`src/rtl/nibble_serial_adder_ctrl.sv`:
```
// nibble_serial_adder_ctrl
// Adds or subtracts two WIDTH-bit operands with a single 4-bit carry-lookahead
// slice. The slice is stepped across the operands one nibble per clock,
// starting with the LSB nibble. A registered carry flop passes the carry from
// one nibble to the next. The result, carry-out and signed overflow stay
// valid from the done pulse until the next accepted operation.
//
// WIDTH must be a multiple of 4 and at least 4.
//
// Ports
//   clk      system clock, rising edge
//   rst_n    asynchronous active-low reset
//   start_i  request a new operation (sampled only in IDLE)
//   sub_i    0: a+b+cin, 1: a-b-cin (latched at accept)
//   a_i      operand A (latched at accept)
//   b_i      operand B (latched at accept)
//   cin_i    carry/borrow in (latched at accept)
//   busy_o   high while nibbles are being processed
//   done_o   one-cycle pulse when the result is valid
//   sum_o    result register
//   cout_o   carry out of the MSB (for subtract: 1 = no borrow)
//   ovf_o    two's-complement overflow
//
// state | meaning
// IDLE  | waiting for start, outputs hold the last result
// RUN   | one nibble of the operands is processed per clock
// DONE  | result valid, done pulse for one cycle

module nibble_serial_adder_ctrl #(
    parameter int WIDTH = 16
) (
    input  logic             clk,
    input  logic             rst_n,
    input  logic             start_i,
    input  logic             sub_i,
    input  logic [WIDTH-1:0] a_i,
    input  logic [WIDTH-1:0] b_i,
    input  logic             cin_i,
    output logic             busy_o,
    output logic             done_o,
    output logic [WIDTH-1:0] sum_o,
    output logic             cout_o,
    output logic             ovf_o
);

    localparam int NIB  = WIDTH / 4;
    localparam int IDXW = (NIB > 1) ? $clog2(NIB) : 1;

    typedef enum logic [1:0] {
        IDLE = 2'd0,
        RUN  = 2'd1,
        DONE = 2'd2
    } state_t;

    state_t            state_q, state_d;
    logic [WIDTH-1:0]  op_a_q, op_a_d;
    logic [WIDTH-1:0]  op_b_q, op_b_d;
    logic              carry_q, carry_d;
    logic [IDXW-1:0]   idx_q, idx_d;
    logic [WIDTH-1:0]  sum_q, sum_d;
    logic              cout_q, cout_d;
    logic              ovf_q, ovf_d;

    logic [3:0] nib_a, nib_b, nib_g, nib_p, nib_s;
    logic [4:0] c;

    // Select the current nibble. The loop form keeps the index compare
    // exactly IDXW bits wide for every WIDTH.
    always_comb begin
        nib_a = '0;
        nib_b = '0;
        for (int n = 0; n < NIB; n++) begin
            if (idx_q == IDXW'(n)) begin
                nib_a = op_a_q[4*n +: 4];
                nib_b = op_b_q[4*n +: 4];
            end
        end
    end

    // 4-bit lookahead slice. Every carry is a flat sum of products of g, p and
    // the incoming carry, so no carry ripples inside the slice.
    always_comb begin
        nib_g = nib_a & nib_b;
        nib_p = nib_a | nib_b;
        c[0]  = carry_q;
        c[1]  = nib_g[0] | (nib_p[0] & c[0]);
        c[2]  = nib_g[1] | (nib_p[1] & nib_g[0]) | (nib_p[1] & nib_p[0] & c[0]);
        c[3]  = nib_g[2] | (nib_p[2] & nib_g[1]) | (nib_p[2] & nib_p[1] & nib_g[0])
              | (nib_p[2] & nib_p[1] & nib_p[0] & c[0]);
        c[4]  = nib_g[3] | (nib_p[3] & nib_g[2]) | (nib_p[3] & nib_p[2] & nib_g[1])
              | (nib_p[3] & nib_p[2] & nib_p[1] & nib_g[0])
              | (nib_p[3] & nib_p[2] & nib_p[1] & nib_p[0] & c[0]);
        nib_s = nib_a ^ nib_b ^ c[3:0];
    end

    always_ff @(posedge clk or negedge rst_n) begin
        if (!rst_n) begin
            state_q <= IDLE;
            op_a_q  <= '0;
            op_b_q  <= '0;
            carry_q <= 1'b0;
            idx_q   <= '0;
            sum_q   <= '0;
            cout_q  <= 1'b0;
            ovf_q   <= 1'b0;
        end else begin
            state_q <= state_d;
            op_a_q  <= op_a_d;
            op_b_q  <= op_b_d;
            carry_q <= carry_d;
            idx_q   <= idx_d;
            sum_q   <= sum_d;
            cout_q  <= cout_d;
            ovf_q   <= ovf_d;
        end
    end

    always_comb begin
        state_d = state_q;
        op_a_d  = op_a_q;
        op_b_d  = op_b_q;
        carry_d = carry_q;
        idx_d   = idx_q;
        sum_d   = sum_q;
        cout_d  = cout_q;
        ovf_d   = ovf_q;

        unique case (state_q)
            IDLE: begin
                if (start_i) begin
                    // Subtract is done as a + ~b + ~cin.
                    op_a_d  = a_i;
                    op_b_d  = sub_i ? ~b_i : b_i;
                    carry_d = cin_i ^ sub_i;
                    idx_d   = '0;
                    sum_d   = '0;
                    state_d = RUN;
                end
            end
            RUN: begin
                for (int n = 0; n < NIB; n++) begin
                    if (idx_q == IDXW'(n)) begin
                        sum_d[4*n +: 4] = nib_s;
                    end
                end
                carry_d = c[4];
                if (idx_q == IDXW'(NIB - 1)) begin
                    idx_d   = '0;
                    cout_d  = c[4];
                    ovf_d   = c[3] ^ c[4];
                    state_d = DONE;
                end else begin
                    idx_d = idx_q + 1'b1;
                end
            end
            DONE: begin
                state_d = IDLE;
            end
            default: begin
                state_d = IDLE;
            end
        endcase
    end

    assign busy_o = (state_q == RUN);
    assign done_o = (state_q == DONE);
    assign sum_o  = sum_q;
    assign cout_o = cout_q;
    assign ovf_o  = ovf_q;

endmodule
```
`config.mk`:
```
export PLATFORM = sky130hd
export DESIGN_NAME = nibble_serial_adder_ctrl
export DESIGN_NICKNAME = d
export VERILOG_FILES = /design/src/rtl/nibble_serial_adder_ctrl.sv
export SDC_FILE = /design/constraint.sdc
export NUM_CORES = 1
export LEC_CHECK = 0
export ABC_AREA = 1
export CORE_MARGIN = 8
export CORE_UTILIZATION = 30
export DETAILED_ROUTE_END_ITERATION = 8
export HOLD_SLACK_MARGIN = 0.15
export SYNTH_ARGS = -nofsm -noshare
export SYNTH_HDL_FRONTEND = slang
export SYNTH_SLANG_ARGS = --single-unit
```
`constraint.sdc`:
```
create_clock -name clk -period 5.55 [get_ports clk]
set_input_delay 1.3875 -clock clk [delete_from_list [all_inputs] [get_ports clk]]
set_output_delay 1.3875 -clock clk [all_outputs]
set_load 0.02 [all_outputs]
```
==> results summary <==
The combined buffer and inverter count along the critical path came out at 1. The number of cells on the worst hold path is 2. The share of the clock period used by the worst path is between 50% and 60%. The peak supply drop is 186 uV. Among all stages on the critical path, the largest delay is contributed by sky130_fd_sc_hd__clkdlybuf4s50_1. The proportion of register bits with asynchronous set or reset after synthesis came out at between 90% and 100%. Summed over all cells, the static leakage comes to 1.81 nW. The peak clock frequency supported by timing came out at 0.325 GHz.

The worst path meets setup with 2480 ps of slack. The transition time of the tightest slew-check pin is 960 ps. The worst setup path is captured at an output pin. In this run the worst path has a maximum fanout of 12. The total nets after synthesis is 414. The half-perimeter wire length after placement came out at between 5000 and 6000 um.

The fraction of final layout cells with drive strength greater than 1 came out at 4.83%. The number of max-cap violations is 0. The number of buffers added by the clock tree synthesis step came out at 5. In this run the critical register-to-register path is launched from idx_q[1]. The largest single stage delay on the critical path is 670 ps. The critical path arrival came out at approximately 1700 ps.

By area the synthesized netlist is led by sky130_fd_sc_hd__dfrtp_1 (47%), sky130_fd_sc_hd__nand2_1 (18%), sky130_fd_sc_hd__ha_1 (5.9%). The antenna diode count came out at 0. The type of the worst setup path is reg2out.

The count of port buffers added during placement came out at 56. The post-synth design cell area is a little under 3000 sq um. The number of synthesized register bits came out at 55. The largest total area in the synthesized netlist belongs to sky130_fd_sc_hd__dfrtp_1.

Routed signal wires occupy layers up through met4. Synthesis produced 362 cells. The hold-fix buffer count after cts came out at 0.

The fraction of synthesized cell area taken by the top area cell type came out at 46.6%. The worst register-to-register path ends at sum_o[3]. The endpoint of the worst hold-timing path is sum_o[4]. At the worst endpoint, the required time is 4160 ps. The family with the most delay on the worst path is buffers and inverters.

The minimum clock period came out at 3070 ps. The routed length on met3 is between 300 and 400 um. For this block, wires on met1 add up to 3180 um. For this design the top-level I/O count stands at 57. The tightest min-delay check is of the reg2reg type. The die is around 120 um wide. The startpoint class of the critical path is a flip-flop.

CTS placed an instance of sky130_fd_sc_hd__clkbuf_8 at the clock tree root. The start point of the worst min-delay path is sum_o[4]. The sum of negative setup slack came out at 0 ps.

In this run the remaining antenna-violating nets after routing total 0. The number of standard-cell rows in the floorplan came out at 36. Traced cell by cell, the critical path runs through nor2_4, clkdlybuf4s50_1.

For this run, the leading register cell type out of synthesis is sky130_fd_sc_hd__dfrtp_1. The register-to-register path setup slack is 2840 ps. The final layout contains routed wiring with a total length of 6690 um. The first-pass detailed-route iteration total is 5. Summed over all nets, wire length on met2 after detailed routing comes to between 3000 and 4000 um. The sequential share of the synthesized area is around 47%. The die is 115 um tall. The initial cell density of the core is 30.5%.

The total number of yosys warnings is 0. The initial antenna violation count came out at 0. The remaining global-route overflow came out at 0.

In this run, distinct cell masters in the synthesized netlist total 24. The max-slew headroom at the worst pin came out at 35.8%. The number of global-route vias before repair is around 2400. The run finished with clean final reports. The number of buffers between clock root and the deepest sink is 2. The count of endpoints failing setup in the final report came out at 0.

The mean instance size in the synthesized netlist is 8.16 sq um. The worst-case setup slack after placement is 2260 ps. Global routing consumed, over all layers together, a little over a tenth of the routing resources. The setup clock skew after layout is 8.80 ps.

The average wire per standard cell came out at ~12 um. The total area inside the core boundary comes to 9680 sq um. The clock tree from TritonCTS is yes. The number of max-slew violations in the final report is 0.

The buffers inserted during post-CTS setup optimization is 0. The power per cell area came out at 591 nW/um^2. The final hold violation count came out at 0. The H-tree depth is 2. For this run, the post-layout net count is 465. The largest net degree at the start of global routing is 56.

The total number of clock tree sinks is 55. The post-CTS resize count came out at 0. After detailed routing, the number of remaining DRC violations is 0. Setup repair after global routing left no endpoint under its margin. The synthesized design contains 0 enable-type register cells.

The full die area came out at 13300 sq um. The number of vias per cell after detailed routing is around 4.3. In this run, the number of DRC markers left after iteration 0 of detailed routing was between 100 and 150.

The logic depth of the worst register-to-register path came out at 15. The first-pass GRT wire length came out at 11400 um. The clock latency on the worst-skew pair came out at roughly 310 ps.

The growth of design area from synthesis to finish is 25.3%. The total vias in the final route came out at 2350. The placer's final routability congestion estimate is just under 0.9.

The clock-pin slew reported for the worst setup and hold paths after clock tree synthesis came out at 100 ps.
-- area by class of cell --
class                      count  area, sq um
inverter                      38          143
fill                         983         5980
timing repair buffer          57          563
tap                          133          166
multi-input combinational    256         1340
clock inverter                 2         35.0
sequential                    55         1380
clock buffer                   6         82.6
-- cells by family (layout without fill, tap and decap cells) --
| family | Yosys count | count (layout) | synth area share [%] |
|---|---|---|---|
| and+or+nand+nor | 170 | 170 | 23.2 |
| DFF | 55 | 55 | 46.6 |
| AOI/OAI and AO/OA | 53 | 53 | 10.1 |
| buffers and inverters | 51 | 103 | 8.21 |
| xor gates and xnor gates | 18 | 18 | 5.33 |
| adders and majority gates | 15 | 15 | 6.60 |
-- layout by cell type, fill, tap and decap left out, types with 2 or more instances in the layout --
master                            synthesis  layout
sky130_fd_sc_hd__a21oi_1                 11      11
sky130_fd_sc_hd__a22oi_1                  2       2
sky130_fd_sc_hd__clkbuf_8                 0       6
sky130_fd_sc_hd__clkdlybuf4s50_1          0      55
sky130_fd_sc_hd__dfrtp_1                 55      55
sky130_fd_sc_hd__ha_1                    14      14
sky130_fd_sc_hd__inv_1                   33      33
sky130_fd_sc_hd__inv_2                    5       5
sky130_fd_sc_hd__nand2_1                143     143
sky130_fd_sc_hd__nand3_1                  9       9
sky130_fd_sc_hd__nand4_1                  5       5
sky130_fd_sc_hd__nor2_1                  10      10
sky130_fd_sc_hd__o211ai_1                 3       3
sky130_fd_sc_hd__o21a_1                   2       2
sky130_fd_sc_hd__o21ai_0                 28      28
sky130_fd_sc_hd__o21ai_1                  5       5
sky130_fd_sc_hd__xnor2_1                 18      18
-- worst max path at each step --
| stage | start | end | slack (ps) | cells after the start |
|---|---|---|---|---|
| 2_1_floorplan | idx_q[0] | sum_o[4] | 3430 | 13 |
| 3_3_place_gp | start_i | carry_q | 2310 | 6 |
| 3_5_place_dp | start_i | carry_q | 2260 | 6 |
| 4_1_cts | state_q[1] | busy_o | 2440 | 2 |
| 5_1_grt | start_i | carry_q | 2400 | 6 |
| 6_report | state_q[1] | busy_o | 2480 | 2 |
-- metrics by stage --
step	total power, mW	std cells	util [%]	hold WS, ps	instance area [sq um]
after global placement	1.90	539	37.0	455	3580
final	2.19	547	38.2	475	3700
after CTS	2.22	547	38.2	482	3700
after global routing	2.43	547	38.2	499	3700
after floorplan	1.58	362	-	444	2960
after detailed placement	1.93	539	37.0	458	3580
-- Yosys cell counts (5+ instances only) --
| cell type | instances |
|---|---|
| sky130_fd_sc_hd__a21oi_1 | 11 |
| sky130_fd_sc_hd__buf_2 | 5 |
| sky130_fd_sc_hd__dfrtp_1 | 55 |
| sky130_fd_sc_hd__ha_1 | 14 |
| sky130_fd_sc_hd__inv_1 | 33 |
| sky130_fd_sc_hd__inv_2 | 5 |
| sky130_fd_sc_hd__nand2_1 | 143 |
| sky130_fd_sc_hd__nand3_1 | 9 |
| sky130_fd_sc_hd__nand4_1 | 5 |
| sky130_fd_sc_hd__nor2_1 | 10 |
| sky130_fd_sc_hd__o21ai_0 | 28 |
| sky130_fd_sc_hd__o21ai_1 | 5 |
| sky130_fd_sc_hd__xnor2_1 | 18 |
-- sequential cells by signal, indices dropped and copies added, names as in the netlist --
register  count
sum_o        16
op_b_q       16
ovf_o         1
carry_q       1
op_a_q       16
cout_o        1
state_q       2
idx_q         2
-- per-layer routing --
metal | vias to the layer above | track usage [%]
met5 | - | 0
met4 | 0 | 2.89
met3 | 9 | 2.73
met2 | 50 | 17.5
met1 | 1065 | 13.4
li1 | 1226 | -
-- power by group --
group	switching [mW]	total, mW	internal [mW]
clock network	0.128	0.274	0.146
logic	0.769	1.23	0.461
registers	0.102	0.682	0.579
total	1.00	2.19	1.19
-- tightest hold or removal path, cell delays in order (launching register included) --
cell and delay, ps:
sky130_fd_sc_hd__dfrtp_1 350, sky130_fd_sc_hd__nand2_1 50, sky130_fd_sc_hd__nand2_1 40
No activity file was read; power rests on OpenSTA's default activity.
